--- config.mk ---
export PLATFORM = sky130hd
export DESIGN_NAME = mseq_stream_packer
export DESIGN_NICKNAME = d
export VERILOG_FILES = /design/src/rtl/mseq_pkg.sv /design/src/rtl/mseq_sync_fifo.sv /design/src/rtl/mseq_stream_packer.sv
export SDC_FILE = /design/constraint.sdc
export NUM_CORES = 1
export LEC_CHECK = 0
export ABC_AREA = 1
export BUFFER_PORTS_ARGS = -buffer_cell sky130_fd_sc_hd__buf_4
export CELL_PAD_IN_SITES_DETAIL_PLACEMENT = 1
export CELL_PAD_IN_SITES_GLOBAL_PLACEMENT = 1
export CORE_MARGIN = 2
export CORE_UTILIZATION = 40
export CTS_BUF_LIST = sky130_fd_sc_hd__clkbuf_16
export DETAILED_ROUTE_END_ITERATION = 10
export PLACE_DENSITY = 0.68
export SLEW_MARGIN = 20
export SYNTH_ARGS = -nofsm -noshare
export SYNTH_HDL_FRONTEND = slang
export SYNTH_SLANG_ARGS = --single-unit
--- constraint.sdc ---
create_clock -name MSEQ_clk -period 3.2 [get_ports MSEQ_clk]
set_clock_uncertainty 0.05 [all_clocks]
set_input_delay 0.8 -clock MSEQ_clk [delete_from_list [all_inputs] [get_ports MSEQ_clk]]
set_output_delay 0.8 -clock MSEQ_clk [all_outputs]
set_load 0.02 [all_outputs]
--- src/rtl/mseq_pkg.sv ---
`timescale 1ns/1ps
`default_nettype none
// ============================================================================
//  Module      : mseq_pkg
//  Description : Shared constants and helpers for the M-sequence stream
//                packer: default geometry, packed word width, FIFO address
//                and level widths, and a constant-foldable clog2.
//  Revision    : 1.0 - initial release
// ============================================================================
package mseq_pkg;

    // Ceiling log2, usable in parameter and port-width expressions.
    function automatic int mseq_clog2(input int value);
        int result;
        int v;
        result = 0;
        v      = value - 1;
        while (v > 0) begin
            result = result + 1;
            v      = v >>> 1;
        end
        return result;
    endfunction

    localparam int c_LANE_NUM_DEF   = 16;
    localparam int c_PACK_NUM_DEF   = 2;
    localparam int c_FIFO_DEPTH_DEF = 8;
    localparam int c_CNT_WIDTH_DEF  = 16;

    // Packed word width for the default geometry.
    localparam int c_OUT_WIDTH = c_LANE_NUM_DEF * c_PACK_NUM_DEF;

    // FIFO pointer width and occupancy width (one extra bit so "full" fits).
    localparam int c_FIFO_AW = mseq_clog2(c_FIFO_DEPTH_DEF);
    localparam int c_FIFO_LW = c_FIFO_AW + 1;

endpackage : mseq_pkg
`default_nettype wire

--- src/rtl/mseq_sync_fifo.sv ---
`timescale 1ns/1ps
`default_nettype none
// ============================================================================
//  Module      : mseq_sync_fifo
//  Description : First-word-fall-through synchronous FIFO. The head word is
//                presented combinationally whenever the FIFO is non-empty.
//                A push while full is accepted only if a pop happens on the
//                same edge; otherwise it is ignored (the caller accounts for
//                the drop).
//  Ports       : clk      - clock, rising edge
//                rst_n    - synchronous active-low reset
//                i_push   - write i_din
//                i_din    - write data
//                i_pop    - remove head word (ignored when empty)
//                o_dout   - head word, zero while empty
//                o_full   - level == DEPTH
//                o_empty  - level == 0
//                o_level  - occupancy 0..DEPTH
//  Revision    : 1.0 - initial release
// ============================================================================
module mseq_sync_fifo
    import mseq_pkg::*;
#(
    parameter int WIDTH = 32,
    parameter int DEPTH = 8
) (
    input  logic                        clk,
    input  logic                        rst_n,
    input  logic                        i_push,
    input  logic [WIDTH-1:0]            i_din,
    input  logic                        i_pop,
    output logic [WIDTH-1:0]            o_dout,
    output logic                        o_full,
    output logic                        o_empty,
    output logic [mseq_clog2(DEPTH):0]  o_level
);

    localparam int c_AW = mseq_clog2(DEPTH);
    localparam int c_LW = c_AW + 1;

    localparam logic [c_AW-1:0] c_PTR_ONE  = c_AW'(1);
    localparam logic [c_LW-1:0] c_LVL_ONE  = c_LW'(1);
    localparam logic [c_LW-1:0] c_LVL_FULL = c_LW'(DEPTH);

    logic [WIDTH-1:0] r_mem [DEPTH];
    logic [c_AW-1:0]  r_wr_ptr;
    logic [c_AW-1:0]  r_rd_ptr;
    logic [c_LW-1:0]  r_level;

    logic w_push_ok;
    logic w_pop_ok;

    assign w_pop_ok  = i_pop && !o_empty;
    // When full, a simultaneous pop frees the slot being written.
    assign w_push_ok = i_push && (!o_full || w_pop_ok);

    // Storage carries no reset; validity is tracked by r_level alone.
    always_ff @(posedge clk) begin
        if (w_push_ok) begin
            r_mem[r_wr_ptr] <= i_din;
        end
    end

    always_ff @(posedge clk) begin
        if (!rst_n) begin
            r_wr_ptr <= '0;
            r_rd_ptr <= '0;
            r_level  <= '0;
        end else begin
            if (w_push_ok) begin
                r_wr_ptr <= r_wr_ptr + c_PTR_ONE;
            end
            if (w_pop_ok) begin
                r_rd_ptr <= r_rd_ptr + c_PTR_ONE;
            end
            if (w_push_ok && !w_pop_ok) begin
                r_level <= r_level + c_LVL_ONE;
            end else if (w_pop_ok && !w_push_ok) begin
                r_level <= r_level - c_LVL_ONE;
            end
        end
    end

    assign o_empty = (r_level == '0);
    assign o_full  = (r_level == c_LVL_FULL);
    assign o_level = r_level;
    // Masked while empty so the output reads zero out of reset.
    assign o_dout  = o_empty ? '0 : r_mem[r_rd_ptr];

endmodule : mseq_sync_fifo
`default_nettype wire

--- src/rtl/mseq_stream_packer.sv ---
`timescale 1ns/1ps
`default_nettype none
// ============================================================================
//  Module      : mseq_stream_packer
//  Description : Samples LANE_NUM parallel M-sequence bits on each enabled
//                cycle, packs PACK_NUM samples little-endian into one word,
//                buffers words in an FWFT FIFO and drains them over a
//                valid/ready stream. Overrun sets a sticky flag and bumps a
//                saturating drop counter.
//  Ports       : MSEQ_clk       - clock, rising edge
//                MSEQ_rst_n     - synchronous active-low reset
//                PACK_en        - sample PACK_din on this edge
//                PACK_din       - one bit per lane
//                PACK_flush     - push a partially filled word
//                PACK_dout      - FIFO head word
//                PACK_dout_vld  - head word valid
//                PACK_dout_rdy  - consumer ready, pop on vld & rdy
//                PACK_level     - FIFO occupancy
//                PACK_overflow  - sticky drop indicator
//                PACK_drop_cnt  - saturating count of dropped words
//  Revision    : 1.0 - initial release
// ============================================================================
module mseq_stream_packer
    import mseq_pkg::*;
#(
    parameter int LANE_NUM   = c_LANE_NUM_DEF,
    parameter int PACK_NUM   = c_PACK_NUM_DEF,
    parameter int FIFO_DEPTH = c_FIFO_DEPTH_DEF,
    parameter int CNT_WIDTH  = c_CNT_WIDTH_DEF
) (
    input  logic                             MSEQ_clk,
    input  logic                             MSEQ_rst_n,
    input  logic                             PACK_en,
    input  logic [LANE_NUM-1:0]              PACK_din,
    input  logic                             PACK_flush,
    output logic [LANE_NUM*PACK_NUM-1:0]     PACK_dout,
    output logic                             PACK_dout_vld,
    input  logic                             PACK_dout_rdy,
    output logic [mseq_clog2(FIFO_DEPTH):0]  PACK_level,
    output logic                             PACK_overflow,
    output logic [CNT_WIDTH-1:0]             PACK_drop_cnt
);

    localparam int c_OW = LANE_NUM * PACK_NUM;
    // Keep the slot counter at least one bit wide so PACK_NUM=1 still elaborates.
    localparam int c_SW = (PACK_NUM > 1) ? mseq_clog2(PACK_NUM) : 1;

    localparam logic [c_SW-1:0]      c_SLOT_ONE  = c_SW'(1);
    localparam logic [c_SW-1:0]      c_SLOT_LAST = c_SW'(PACK_NUM - 1);
    localparam logic [CNT_WIDTH-1:0] c_CNT_ONE   = CNT_WIDTH'(1);

    logic [c_SW-1:0]      r_slot;
    logic [c_OW-1:0]      r_word;
    logic                 r_overflow;
    logic [CNT_WIDTH-1:0] r_drop_cnt;

    logic [c_OW-1:0]      w_word_next;
    logic                 w_last;
    logic                 w_push;
    logic                 w_pop;
    logic                 w_drop;
    logic                 w_fifo_full;
    logic                 w_fifo_empty;

    // Partial word with the current sample merged in. Slots above the
    // current one are still zero, which gives flush its zero padding.
    always_comb begin
        w_word_next = r_word;
        if (PACK_en) begin
            w_word_next[r_slot*LANE_NUM +: LANE_NUM] = PACK_din;
        end
    end

    assign w_last = PACK_en && (r_slot == c_SLOT_LAST);
    // A flush only pushes when something has been captured (now or earlier);
    // when it coincides with word completion there is still a single push.
    assign w_push = w_last || (PACK_flush && (PACK_en || (r_slot != '0)));
    assign w_pop  = PACK_dout_vld && PACK_dout_rdy;
    assign w_drop = w_push && w_fifo_full && !w_pop;

    always_ff @(posedge MSEQ_clk) begin
        if (!MSEQ_rst_n) begin
            r_slot <= '0;
            r_word <= '0;
        end else if (w_push) begin
            r_slot <= '0;
            r_word <= '0;
        end else if (PACK_en) begin
            r_slot <= r_slot + c_SLOT_ONE;
            r_word <= w_word_next;
        end
    end

    always_ff @(posedge MSEQ_clk) begin
        if (!MSEQ_rst_n) begin
            r_overflow <= 1'b0;
            r_drop_cnt <= '0;
        end else if (w_drop) begin
            r_overflow <= 1'b1;
            if (r_drop_cnt != '1) begin
                r_drop_cnt <= r_drop_cnt + c_CNT_ONE;
            end
        end
    end

    mseq_sync_fifo #(
        .WIDTH (c_OW),
        .DEPTH (FIFO_DEPTH)
    ) u_fifo (
        .clk     (MSEQ_clk),
        .rst_n   (MSEQ_rst_n),
        .i_push  (w_push),
        .i_din   (w_word_next),
        .i_pop   (w_pop),
        .o_dout  (PACK_dout),
        .o_full  (w_fifo_full),
        .o_empty (w_fifo_empty),
        .o_level (PACK_level)
    );

    assign PACK_dout_vld = !w_fifo_empty;
    assign PACK_overflow = r_overflow;
    assign PACK_drop_cnt = r_drop_cnt;

endmodule : mseq_stream_packer
`default_nettype wire

==> reports/metrics.json <==
{
  "drt-initial-drc-count": {"value": 506},
  "floorplan.die.height": {"value": 185, "unit": "µm"},
  "comb_power_share": {"value": 29.8, "unit": "%"},
  "die_w": {"value": 185, "unit": "µm"},
  "fp-row-count": {"value": 66},
  "synth_ff_type": {"value": "edfxtp_1"},
  "floorplan.initialDensity": {"value": 40.5, "unit": "%"},
  "finalCriticalPeriod": {"value": 3.04, "unit": "ns"},
  "power_frac_seq": {"value": 39.5, "unit": "%"},
  "synth.avg_cell_area": {"value": 10.9, "unit": "µm²"},
  "initial_drt_pass_iterations": {"value": 5},
  "via_count_of_the_first_global_routing_pass": {"value": 9484},
  "synthesis.area": {"value": 0.0131, "unit": "mm²"},
  "antenna_cells_inserted": {"value": 0},
  "final_min_period_over_clock_period": {"value": 94.9, "unit": "%"},
  "min_path_type": {"value": "register to register"},
  "drv_slew": {"value": 0},
  "regToRegEndpoint": {"value": "u_fifo.o_level[3]"},
  "numCtsBuffers": {"value": 35},
  "die_outline_area": {"value": 0.0343, "unit": "mm²"},
  "layout_common_cells": {"value": "306 x nor2_1, 256 x edfxtp_1, 161 x o21ai_0"},
  "r2r_startpoint": {"value": "u_fifo.o_level[0]"},
  "synth_sequential_area_ratio": {"value": 68.1, "unit": "%"},
  "crit_type": {"value": "register to output pin"},
  "root_buffer": {"value": "clkbuf_16"},
  "power.total": {"value": 12000, "unit": "µW"},
  "cts-htree-levels": {"value": 2},
  "flow.area_growth_from_synthesis": {"value": 16.7, "unit": "%"},
  "via_to_cell_ratio": {"value": 5.17},
  "route.antenna.remaining_nets": {"value": 0},
  "clkLatencyLatePin": {"value": 0.52, "unit": "ns"},
  "layout-drive-gt1-share": {"value": 15.6, "unit": "%"},
  "synthesis.yosys.warnings": {"value": 0},
  "synth-edff-count": {"value": 256},
  "pwr-share-clk": {"value": 30.7, "unit": "%"},
  "dp_hpwl": {"value": 19900, "unit": "µm"},
  "actual_slew_at_the_worst_max_slew_pin": {"value": 0.795, "unit": "ns"},
  "async_reset_ff_share": {"value": 0, "unit": "%"},
  "r2r_setup_slack": {"value": 0.79, "unit": "ns"},
  "timing.critical_path.slowest_cell_delay": {"value": 0.39, "unit": "ns"},
  "timing.critical_path.mode_cell": {"value": "nor2_1"},
  "path_clk_slew": {"value": 0.06, "unit": "ns"},
  "run_status": {"value": "complete, no violations"},
  "setup_violations": {"value": 0},
  "cts_tree": {"value": "done"},
  "timing.reg2reg.worst_path_depth": {"value": 11},
  "drc": {"value": 0},
  "antenna_found_initial": {"value": 0},
  "hold_buffer_count_at_cts": {"value": 0},
  "count_of_max_cap_constraint_violations": {"value": 0},
  "grt_first_pass_wirelength": {"value": 52900, "unit": "µm"},
  "p_int": {"value": 7980, "unit": "µW"},
  "critical-path-slowest-cell": {"value": "dfxtp_4"},
  "crit_path_cell_trace": {"value": "clkinv_2 -> buf_12 -> o21ai_0 -> o22ai_1 -> nor2_1 -> nor2_1 -> buf_4"},
  "worstPathArrival": {"value": 2.19, "unit": "ns"},
  "max-slew-margin-rel": {"value": 46.5, "unit": "%"},
  "synth_fp_nets": {"value": 1236},
  "worst_hold_path.num_cells": {"value": 2},
  "worst_setup_path_end_kind": {"value": "output pin"},
  "critPathRequiredTime": {"value": 2.35, "unit": "ns"},
  "globalRouteMet3Util": {"value": 2.24, "unit": "%"},
  "route.vias.total": {"value": 9048},
  "grt.met2_usage": {"value": 34.8, "unit": "%"},
  "path_buf_inv": {"value": 3},
  "final_nets": {"value": 1309},
  "track_usage": {"value": 20.2, "unit": "%"},
  "power.leakage": {"value": 0.00582, "unit": "µW"},
  "syn_inst": {"value": 1208},
  "ios": {"value": 75},
  "route.detailed.wl_per_inst": {"value": 19.5, "unit": "µm"},
  "grt_busiest_layer": {"value": "met2"},
  "most_common_cell_after_layout_fill_and_taps_aside": {"value": "nor2_1"},
  "cellPowerDensity": {"value": 785, "unit": "mW/mm²"},
  "max_rail_drop_vdd": {"value": 0.329, "unit": "mV"},
  "totalNegativeSetupSlack": {"value": 0, "unit": "ns"},
  "maxClockFrequency": {"value": 0.329, "unit": "GHz"},
  "synth.ff_latch_count": {"value": 319},
  "hp-start": {"value": "u_fifo.r_rd_ptr[2]"},
  "grt.overflow.total": {"value": 0},
  "synth_cell_types": {"value": 36},
  "cts_buffer_depth": {"value": 3},
  "timing.critical_path.fanout_max": {"value": 72},
  "rsz_0062_raised_after_global_routing": {"value": "no"},
  "grt_max_degree": {"value": 129},
  "cts_num_sinks": {"value": 319},
  "netSwitchingPower": {"value": 4060, "unit": "µW"},
  "switching_power_as_a_share_of_total_power": {"value": 33.8, "unit": "%"},
  "coreArea": {"value": 0.0325, "unit": "mm²"},
  "hold_viol_final": {"value": 0},
  "gp_congestion": {"value": 0.730},
  "cell_type_group_with_the_largest_total_delay_on_the_critical_path": {"value": "buffers and inverters"},
  "gr-usage-met1": {"value": 26.7, "unit": "%"},
  "critical_path_depth": {"value": 7},
  "wirelength": {"value": 34100, "unit": "µm"},
  "portBuffers": {"value": 74},
  "start_kind": {"value": "register"}
}
[flip-flops by register name, indices dropped and copies added, names as in the netlist, named ones only]
signal           flops
u_fifo.r_rd_ptr      3
PACK_drop_cnt       16
u_fifo.r_mem       256
r_slot               1
PACK_overflow        1
r_word              32
u_fifo.r_wr_ptr      3
u_fifo.o_level       4
[tightest hold or removal path, delay by kind of cell, from the launching register on]
kind                   cells  cell delay, ns
AOI/OAI and AO/OA          1            0.07
buffers and inverters      1            0.06
DFF                        1            0.31
[timing repair]
action | in CTS | in global routing
resized for setup | 0 | 2
setup endpoints to repair | 0 | 12
buffers inserted | 0 | 0
[worst max path at each step]
stage	startpoint	endpoint	slack (ns)
2_1_floorplan	PACK_flush	u_fifo.r_mem[0][0]	0.05
3_3_place_gp	PACK_en	u_fifo.o_level[3]	0.43
3_5_place_dp	PACK_en	u_fifo.o_level[3]	0.32
4_1_cts	register	PACK_dout[24]	0.04
5_1_grt	register	PACK_dout[1]	0.02
6_report	register	PACK_dout[24]	0.16
[through the flow]
stage / hold slack (ns) / instances / worst slack (ns) / utilization, % / area, µm²
after floorplan: 0.383 / 1208 / 0.0502 / - / 13100
after global placement: 0.388 / 1685 / 0.427 / 44.0 / 14300
after detailed placement: 0.402 / 1685 / 0.318 / 44.0 / 14300
after CTS: 0.434 / 1749 / 0.0413 / 47.2 / 15300
after global routing: 0.443 / 1750 / 0.0195 / 47.3 / 15300
final: 0.430 / 1750 / 0.163 / 47.3 / 15300
[synthesized netlist by cell type, types with 3 or more instances]
| cell | number | share of area, % |
|---|---|---|
| a21oi_1 | 13 | 0.49 |
| ha_1 | 6 | 0.57 |
| buf_2 | 14 | 0.53 |
| nand2_1 | 109 | 3.1 |
| clkbuf_2 | 5 | 0.19 |
| o21ai_0 | 161 | 6.1 |
| nand2_2 | 10 | 0.48 |
| nor2_4 | 5 | 0.43 |
| buf_6 | 5 | 0.43 |
| buf_4 | 11 | 0.63 |
| xnor2_1 | 4 | 0.27 |
| nand4_1 | 3 | 0.14 |
| clkbuf_1 | 25 | 0.71 |
| nor2_2 | 5 | 0.24 |
| o211ai_1 | 32 | 1.8 |
| inv_1 | 77 | 2.2 |
| xor2_1 | 4 | 0.27 |
| o21ai_1 | 11 | 0.42 |
| or2_2 | 17 | 0.81 |
| dfxtp_1 | 63 | 9.6 |
| nor2_1 | 314 | 9.0 |
| nand3_1 | 8 | 0.30 |
| inv_2 | 4 | 0.11 |
| edfxtp_1 | 256 | 58 |
| o22ai_1 | 32 | 1.5 |
[cells by family (layout without fill, tap and decap cells)]
kind of cell	Yosys count	after routing	share of synthesized area, %
xor gates and xnor gates	8	8	0.533
adders and majority gates	7	7	0.723
AOI/OAI and AO/OA	252	252	10.6
DFF	319	319	68.1
and+or+nand+nor	477	477	15.0
buffers and inverters	145	245	5.08
[power by group through the flow]
| stage | sequential (µW) | clock, µW | combinational [µW] |
|---|---|---|---|
| floorplan | 4860 | 0 | 2200 |
| global placement | 4830 | 0 | 3520 |
| detailed placement | 4840 | 0 | 3600 |
| CTS | 4750 | 3770 | 3610 |
| global route | 4770 | 3930 | 3990 |
| finish | 4760 | 3700 | 3580 |
[area by class of cell]
class,count,area [µm²]
Fill cell,3521,17100
Sequential cell,319,8950
Multi-Input combinational cell,744,3590
Timing Repair Buffer,99,897
Clock buffer,35,876
Tap cell,442,553
Inverter,82,309
Clock inverter,29,168
[per-layer routing]
layer | vias to the layer above | part of all wire [%]
met3 | 57 | 3.3
met4 | 0 | 2.3
met2 | 169 | 49
li1 | 4280 | -
met5 | - | 0
met1 | 4542 | 46
Note: power is estimated with default switching activity, not from simulation.
